`src/rtl/aes_key_expand.sv`:
```
// aes_key_expand: iterative AES key schedule, one 32-bit word per cycle, round keys streamed over valid/ready
// Ports: clk, rst (async, active-high); i_start/i_key/i_key_len request an expansion (sampled in IDLE);
//   o_rk/o_rk_idx/o_rk_valid + i_rk_ready stream round keys 0..Nr; o_busy, o_done and o_err report status.
// Option: `define AES_KEY_EXP_LONG_EN adds AES-192/256 (8-word buffer, Nk==8 SubWord step); default is AES-128 only.
module aes_key_expand #(
  parameter int KEY_W = 256,
  parameter int IDX_W = 4
) (
  input  logic             clk,
  input  logic             rst,
  input  logic             i_start,
  input  logic [KEY_W-1:0] i_key,
  input  logic [1:0]       i_key_len,
  output logic             o_busy,
  output logic             o_rk_valid,
  input  logic             i_rk_ready,
  output logic [127:0]     o_rk,
  output logic [IDX_W-1:0] o_rk_idx,
  output logic             o_done,
  output logic             o_err
);
`ifdef AES_KEY_EXP_LONG_EN
  localparam int NW = 8;
`else
  localparam int NW = 4;
`endif
  localparam int AW = $clog2(NW);
  localparam logic [2047:0] SBOX = {
    128'h637c777bf26b6fc53001672bfed7ab76, 128'hca82c97dfa5947f0add4a2af9ca472c0,
    128'hb7fd9326363ff7cc34a5e5f171d83115, 128'h04c723c31896059a071280e2eb27b275,
    128'h09832c1a1b6e5aa0523bd6b329e32f84, 128'h53d100ed20fcb15b6acbbe394a4c58cf,
    128'hd0efaafb434d338545f9027f503c9fa8, 128'h51a3408f929d38f5bcb6da2110fff3d2,
    128'hcd0c13ec5f974417c4a77e3d645d1973, 128'h60814fdc222a908846eeb814de5e0bdb,
    128'he0323a0a4906245cc2d3ac629195e479, 128'he7c8376d8dd54ea96c56f4ea657aae08,
    128'hba78252e1ca6b4c6e8dd741f4bbd8b8a, 128'h703eb5664803f60e613557b986c11d9e,
    128'he1f8981169d98e949b1e87e9ce5528df, 128'h8ca1890dbfe6426841992d0fb054bb16
  };
  typedef enum logic [1:0] {IDLE, EXPAND, DONE} state_t;
  state_t state;
  logic [31:0] wbuf [0:NW-1];
  logic [31:0] kw [0:NW-1];
  logic [95:0] acc;
  logic [5:0] i;
  logic [AW-1:0] p, nkm1, nkm1_new;
  logic [3:0] nr, nr_new;
  logic [7:0] rcon;
  logic [31:0] prev, sw, t, w_new;
  logic legal, init_w, more, hs, adv;
  function automatic logic [7:0] sbox(input logic [7:0] x);
    return SBOX[{~x, 3'b111} -: 8];
  endfunction
  function automatic logic [31:0] subword(input logic [31:0] w);
    return {sbox(w[31:24]), sbox(w[23:16]), sbox(w[15:8]), sbox(w[7:0])};
  endfunction
  for (genvar g = 0; g < NW; g++) begin : g_kw
    assign kw[g] = i_key[KEY_W-1-32*g -: 32];
  end
`ifdef AES_KEY_EXP_LONG_EN
  assign legal    = i_key_len != 2'd3;
  assign nkm1_new = i_key_len == 2'd0 ? 3'd3 : i_key_len == 2'd1 ? 3'd5 : 3'd7;
  assign nr_new   = i_key_len == 2'd0 ? 4'd10 : i_key_len == 2'd1 ? 4'd12 : 4'd14;
  assign t        = p == '0 ? sw ^ {rcon, 24'h0} : (nkm1 == 3'd7 && p == 3'd4) ? sw : prev;
`else
  logic key_unused;
  assign key_unused = ^i_key;
  assign legal    = i_key_len == 2'd0;
  assign nkm1_new = 2'd3;
  assign nr_new   = 4'd10;
  assign t        = p == '0 ? sw ^ {rcon, 24'h0} : prev;
`endif
  // wbuf[0] holds w[i-1]; w[i-Nk] sits at position Nk-1, which also walks the key words out first
  assign prev   = wbuf[0];
  assign sw     = subword(p == '0 ? {prev[23:0], prev[31:24]} : prev);
  assign init_w = i <= 6'(nkm1);
  assign w_new  = init_w ? wbuf[nkm1] : wbuf[nkm1] ^ t;
  assign more   = i != {nr + 4'd1, 2'b00};
  assign hs     = o_rk_valid && i_rk_ready;
  assign adv    = !o_rk_valid || i_rk_ready;
  always_ff @(posedge clk or posedge rst)
    if (rst) begin
      state      <= IDLE;
      o_busy     <= 1'b0;
      o_rk_valid <= 1'b0;
      o_rk       <= '0;
      o_rk_idx   <= '0;
      o_done     <= 1'b0;
      o_err      <= 1'b0;
      acc        <= '0;
      i          <= '0;
      p          <= '0;
      nkm1       <= '0;
      nr         <= '0;
      rcon       <= '0;
      for (int m = 0; m < NW; m++) wbuf[m] <= '0;
    end else begin
      o_err  <= 1'b0;
      o_done <= 1'b0;
      case (state)
        IDLE:
          if (i_start && legal) begin
            state  <= EXPAND;
            o_busy <= 1'b1;
            nkm1   <= nkm1_new;
            nr     <= nr_new;
            i      <= '0;
            p      <= '0;
            rcon   <= 8'h01;
            for (int m = 0; m < NW; m++) wbuf[m] <= AW'(m) <= nkm1_new ? kw[nkm1_new - AW'(m)] : '0;
          end else if (i_start) o_err <= 1'b1;
        EXPAND:
          if (hs && o_rk_idx == IDX_W'(nr)) begin
            state      <= DONE;
            o_rk_valid <= 1'b0;
            o_busy     <= 1'b0;
            o_done     <= 1'b1;
          end else if (adv) begin
            o_rk_valid <= 1'b0;
            if (more) begin
              i       <= i + 6'd1;
              p       <= p == nkm1 ? '0 : p + 1'b1;
              wbuf[0] <= w_new;
              for (int m = 1; m < NW; m++) wbuf[m] <= wbuf[m-1];
              if (!init_w && p == '0) rcon <= {rcon[6:0], 1'b0} ^ (rcon[7] ? 8'h1b : 8'h00);
              if (i[1:0] == 2'b11) begin
                o_rk       <= {acc, w_new};
                o_rk_idx   <= IDX_W'(i[5:2]);
                o_rk_valid <= 1'b1;
              end else acc <= {acc[63:0], w_new};
            end
          end
        default: state <= IDLE;
      endcase
    end
endmodule

```
`config.mk`:
```
export PLATFORM = sky130hd
export DESIGN_NAME = aes_key_expand
export DESIGN_NICKNAME = d
export VERILOG_FILES = /design/src/rtl/aes_key_expand.sv
export SDC_FILE = /design/constraint.sdc
export NUM_CORES = 2
export LEC_CHECK = 0
export ABC_AREA = 1
export CAP_MARGIN = 20
export CORE_MARGIN = 5
export CORE_UTILIZATION = 40
export CTS_BUF_LIST = sky130_fd_sc_hd__clkbuf_8
export DETAILED_ROUTE_END_ITERATION = 8
export SLEW_MARGIN = 20
export SYNTH_ARGS = -nofsm -noshare
export SYNTH_HDL_FRONTEND = slang
export SYNTH_SLANG_ARGS = --single-unit
```
`constraint.sdc`:
```
create_clock -name clk -period 15.4 [get_ports clk]
set_input_delay 2.31 -clock clk [delete_from_list [all_inputs] [get_ports clk]]
set_output_delay 2.31 -clock clk [all_outputs]
set_load 0.005 [all_outputs]
```
==> impl_metrics.env <==
export IMPL_status="complete, no violations"
export IMPL_cp_end_kind="flip-flop"
export IMPL_yosys_warnings=0
export IMPL_post_cts_setup_buffers=0
export IMPL_cts_tree="done"
export IMPL_grt_overflow_total=0
export IMPL_netlist_instances=4235
export IMPL_synthXorXnorAreaFrac_pct=0.664
export IMPL_synthSimpleGateAreaFrac_pct=38.0
export IMPL_finalCriticalPeriod_ns=5.53
export IMPL_critical_path_max_fanout=51
export IMPL_tns_ns=0
export IMPL_fill_cells=7229
export IMPL_hold_viol=0
export IMPL_synth_seq_cells=379
export IMPL_fin_worst_skew_ns=0.0457
export IMPL_grt_pass1_wl_mm=194
export IMPL_port_buffer_count=269
export IMPL_cp_slowest_cell="o21ai_1"
export IMPL_place_congestion=1.03
export IMPL_worst_endpoint_arrival_ns=6.11
export IMPL_synth_seq_area_share_pct=34.2
export IMPL_seq_area_um2=9490
export IMPL_synth_nets=4553
export IMPL_cts_sinks=379
export IMPL_slew_headroom_pct=28.6
export IMPL_crit_type="flip-flop to flip-flop"
export IMPL_multi_input_area_um2=15900
export IMPL_first_global_vias=29994
export IMPL_vias=31588
export IMPL_drt_iter0_markers=4114
export IMPL_syn_area_um2=27700
export IMPL_rsz0062_at_grt="false"
export IMPL_final_nets=4676
export IMPL_placed_area_um2=30800
export IMPL_worst_ep_required_time_ns=15.98
export IMPL_wl_per_cell_um=24.3
export IMPL_start_util_pct=40.3
export IMPL_clk_pin_slew_ns=0.06
export IMPL_synth_top_family_by_area="simple AND/OR/NAND/NOR gates"
export IMPL_cts_resized=0
export IMPL_postCtsHoldBufs=0
export IMPL_dp_cells=5218
export IMPL_cts_buffers=69
export IMPL_cp_start_kind="flip-flop"
export IMPL_design_area_um2=32100
export IMPL_layout_common_cells="nand2_1, nand3_1, dfrtp_1"
export IMPL_wl_mm=130
export IMPL_htree_num_levels=3
export IMPL_die_area_um2=74700
export IMPL_drc=0
export IMPL_syn2layout_area_growth_pct=15.9
export IMPL_ctsRootBufferMaster="clkbuf_8"
export IMPL_rows=96
export IMPL_worstPathCellList="inv_1, ha_4, buf_4, nand2_1, o21ai_4, ha_1, inv_1, nand2_1, nand2_1, inv_1, nand2_1, nand4_1, nand3_1, nand3_1, nand3_1, nand2_1, nand2_1, nand2_1, o21ai_1, nand2_1, o21ai_1"
export IMPL_cts_path_max_buffers=3
export IMPL_grtUsageTotal_pct=33.6
export IMPL_fp_dieH_um=273
export IMPL_slowest_delay_ns=0.75
export IMPL_max_freq_mhz=181
export IMPL_drt_first_pass_iters=9
export IMPL_fin_crit_sh_pct=35.9
export IMPL_grt_max_degree=112
export IMPL_layout_commonest_cell="nand2_1"
export IMPL_layout_drive_gt1_share_pct=5.59
export IMPL_clock_latency_ns=0.69
export IMPL_antenna_left=0
export IMPL_final_cells=5337
export IMPL_dpl_hpwl_mm=91.2
export IMPL_setup_viol=0
export IMPL_cpMostUsedCell="nand2_1"
export IMPL_antenna_found_initial=4
export IMPL_cap_viol_max_count=0
export IMPL_dieWidth_um=273
export IMPL_hold_class="flip-flop to flip-flop"
export IMPL_finalMaxSlewViolations=0
export IMPL_synth_mux_area_share_pct=0
export IMPL_ioPinCount=398
export IMPL_tightest_slew_ns=1.06
export IMPL_synth_fa_ha_area_share_pct=2.53
export IMPL_syn_avg_cell_area_um2=6.54
export IMPL_avgViaCountPerCell=5.92
export IMPL_synth_distinct_cells=45
export IMPL_synth_compound_area_share_pct=15.8
export IMPL_coreArea_um2=68700
[layout make-up]
class	instances	share of cell area (%)
antenna	3	0.0234
clock buffer	79	3.38
clock inverter	37	0.849
inverter	299	3.56
multi-input combinational	3288	49.4
sequential	379	29.5
tap	931	3.63
timing repair buffer	321	9.61
[through the flow]
step                      utilization, %  worst slack [ns]  hold WS [ns]
after floorplan                        -              2.56         0.449
after global placement              44.8              9.24         0.453
after detailed placement            44.8              9.25         0.458
after CTS                           46.8              9.98         0.472
after global routing                46.8              9.55         0.496
final                               46.8              9.87         0.466
[critical path, delay by kind of cell (launching register included)]
kind / cells / cell delay, ns
flops: 1 / 0.37
compound gates: 3 / 1.12
fa+ha+maj: 2 / 0.83
buf+inv: 4 / 1.16
simple gates: 12 / 1.90
[path summary, 6_finish.rpt]
| kind | startpoint | endpoint | slack (ns) | depth (start not counted) |
|---|---|---|---|---|
| setup reg to reg | p[0] | acc[11] | 9.87 | 21 |
| hold reg to reg | o_rk[63] | o_rk[63] | 0.47 | 2 |
| max in group asynchronous | rst | nkm1[0] | 10.16 | 5 |
| setup / recovery | p[0] | acc[11] | 9.87 | 21 |
| min in group asynchronous | rst | wbuf[57] | 2.19 | 2 |
| hold / removal | o_rk[63] | o_rk[63] | 0.47 | 2 |
[cell usage after synthesis, drive strengths merged]
cell type	instances	area share [%]
or2	11	0.25
nor2	270	3.8
o31ai	1	0.027
xnor2	6	0.19
nand2	1339	18
o22ai	115	2.6
nand4	32	0.72
nor3	15	0.27
a22oi	32	0.87
o2111ai	5	0.16
xor2	15	0.47
clkbuf	134	1.8
buf	135	2.9
o21ai	366	6.9
nor4	1	0.023
nand3b	7	0.19
nand3	789	14
o211ai	90	2.4
clkinv	3	0.041
o221ai	3	0.095
a31oi	9	0.20
a21oi	124	2.4
ha	56	2.5
dfrtp	379	34
inv	296	4.0
a31o	1	0.032
nor3b	1	0.027
[logic make-up (layout without fill, tap and decap cells)]
family / after synthesis / in the layout
AND/OR/NAND/NOR: 2465 / 2465
AO/OA/AOI/OAI: 746 / 746
buffers and inverters: 568 / 736
flip-flops: 379 / 379
adder cells (fa/ha/maj): 56 / 56
XOR/XNOR: 21 / 21
other: 0 / 3
[sequential cells by signal, summed over array words and instances, names as in the netlist, 2 cells and up]
name	flops
state	2
o_rk_idx	4
o_rk	128
prev	32
i	6
p	2
wbuf	96
rcon	8
acc	96
[metal layers]
| layer | vias up | global-route usage [%] | share of wire, % |
|---|---|---|---|
| li1 | 14462 | - | - |
| met1 | 14955 | 45.8 | 41 |
| met2 | 1771 | 51.7 | 44 |
| met3 | 400 | 6.56 | 9.5 |
| met4 | 0 | 15.8 | 5.5 |
| met5 | - | 0 | 0 |
Power is left out: the tool's default activity adds up to more than one toggle a clock period on the data nets, which glitch-free logic cannot reach.
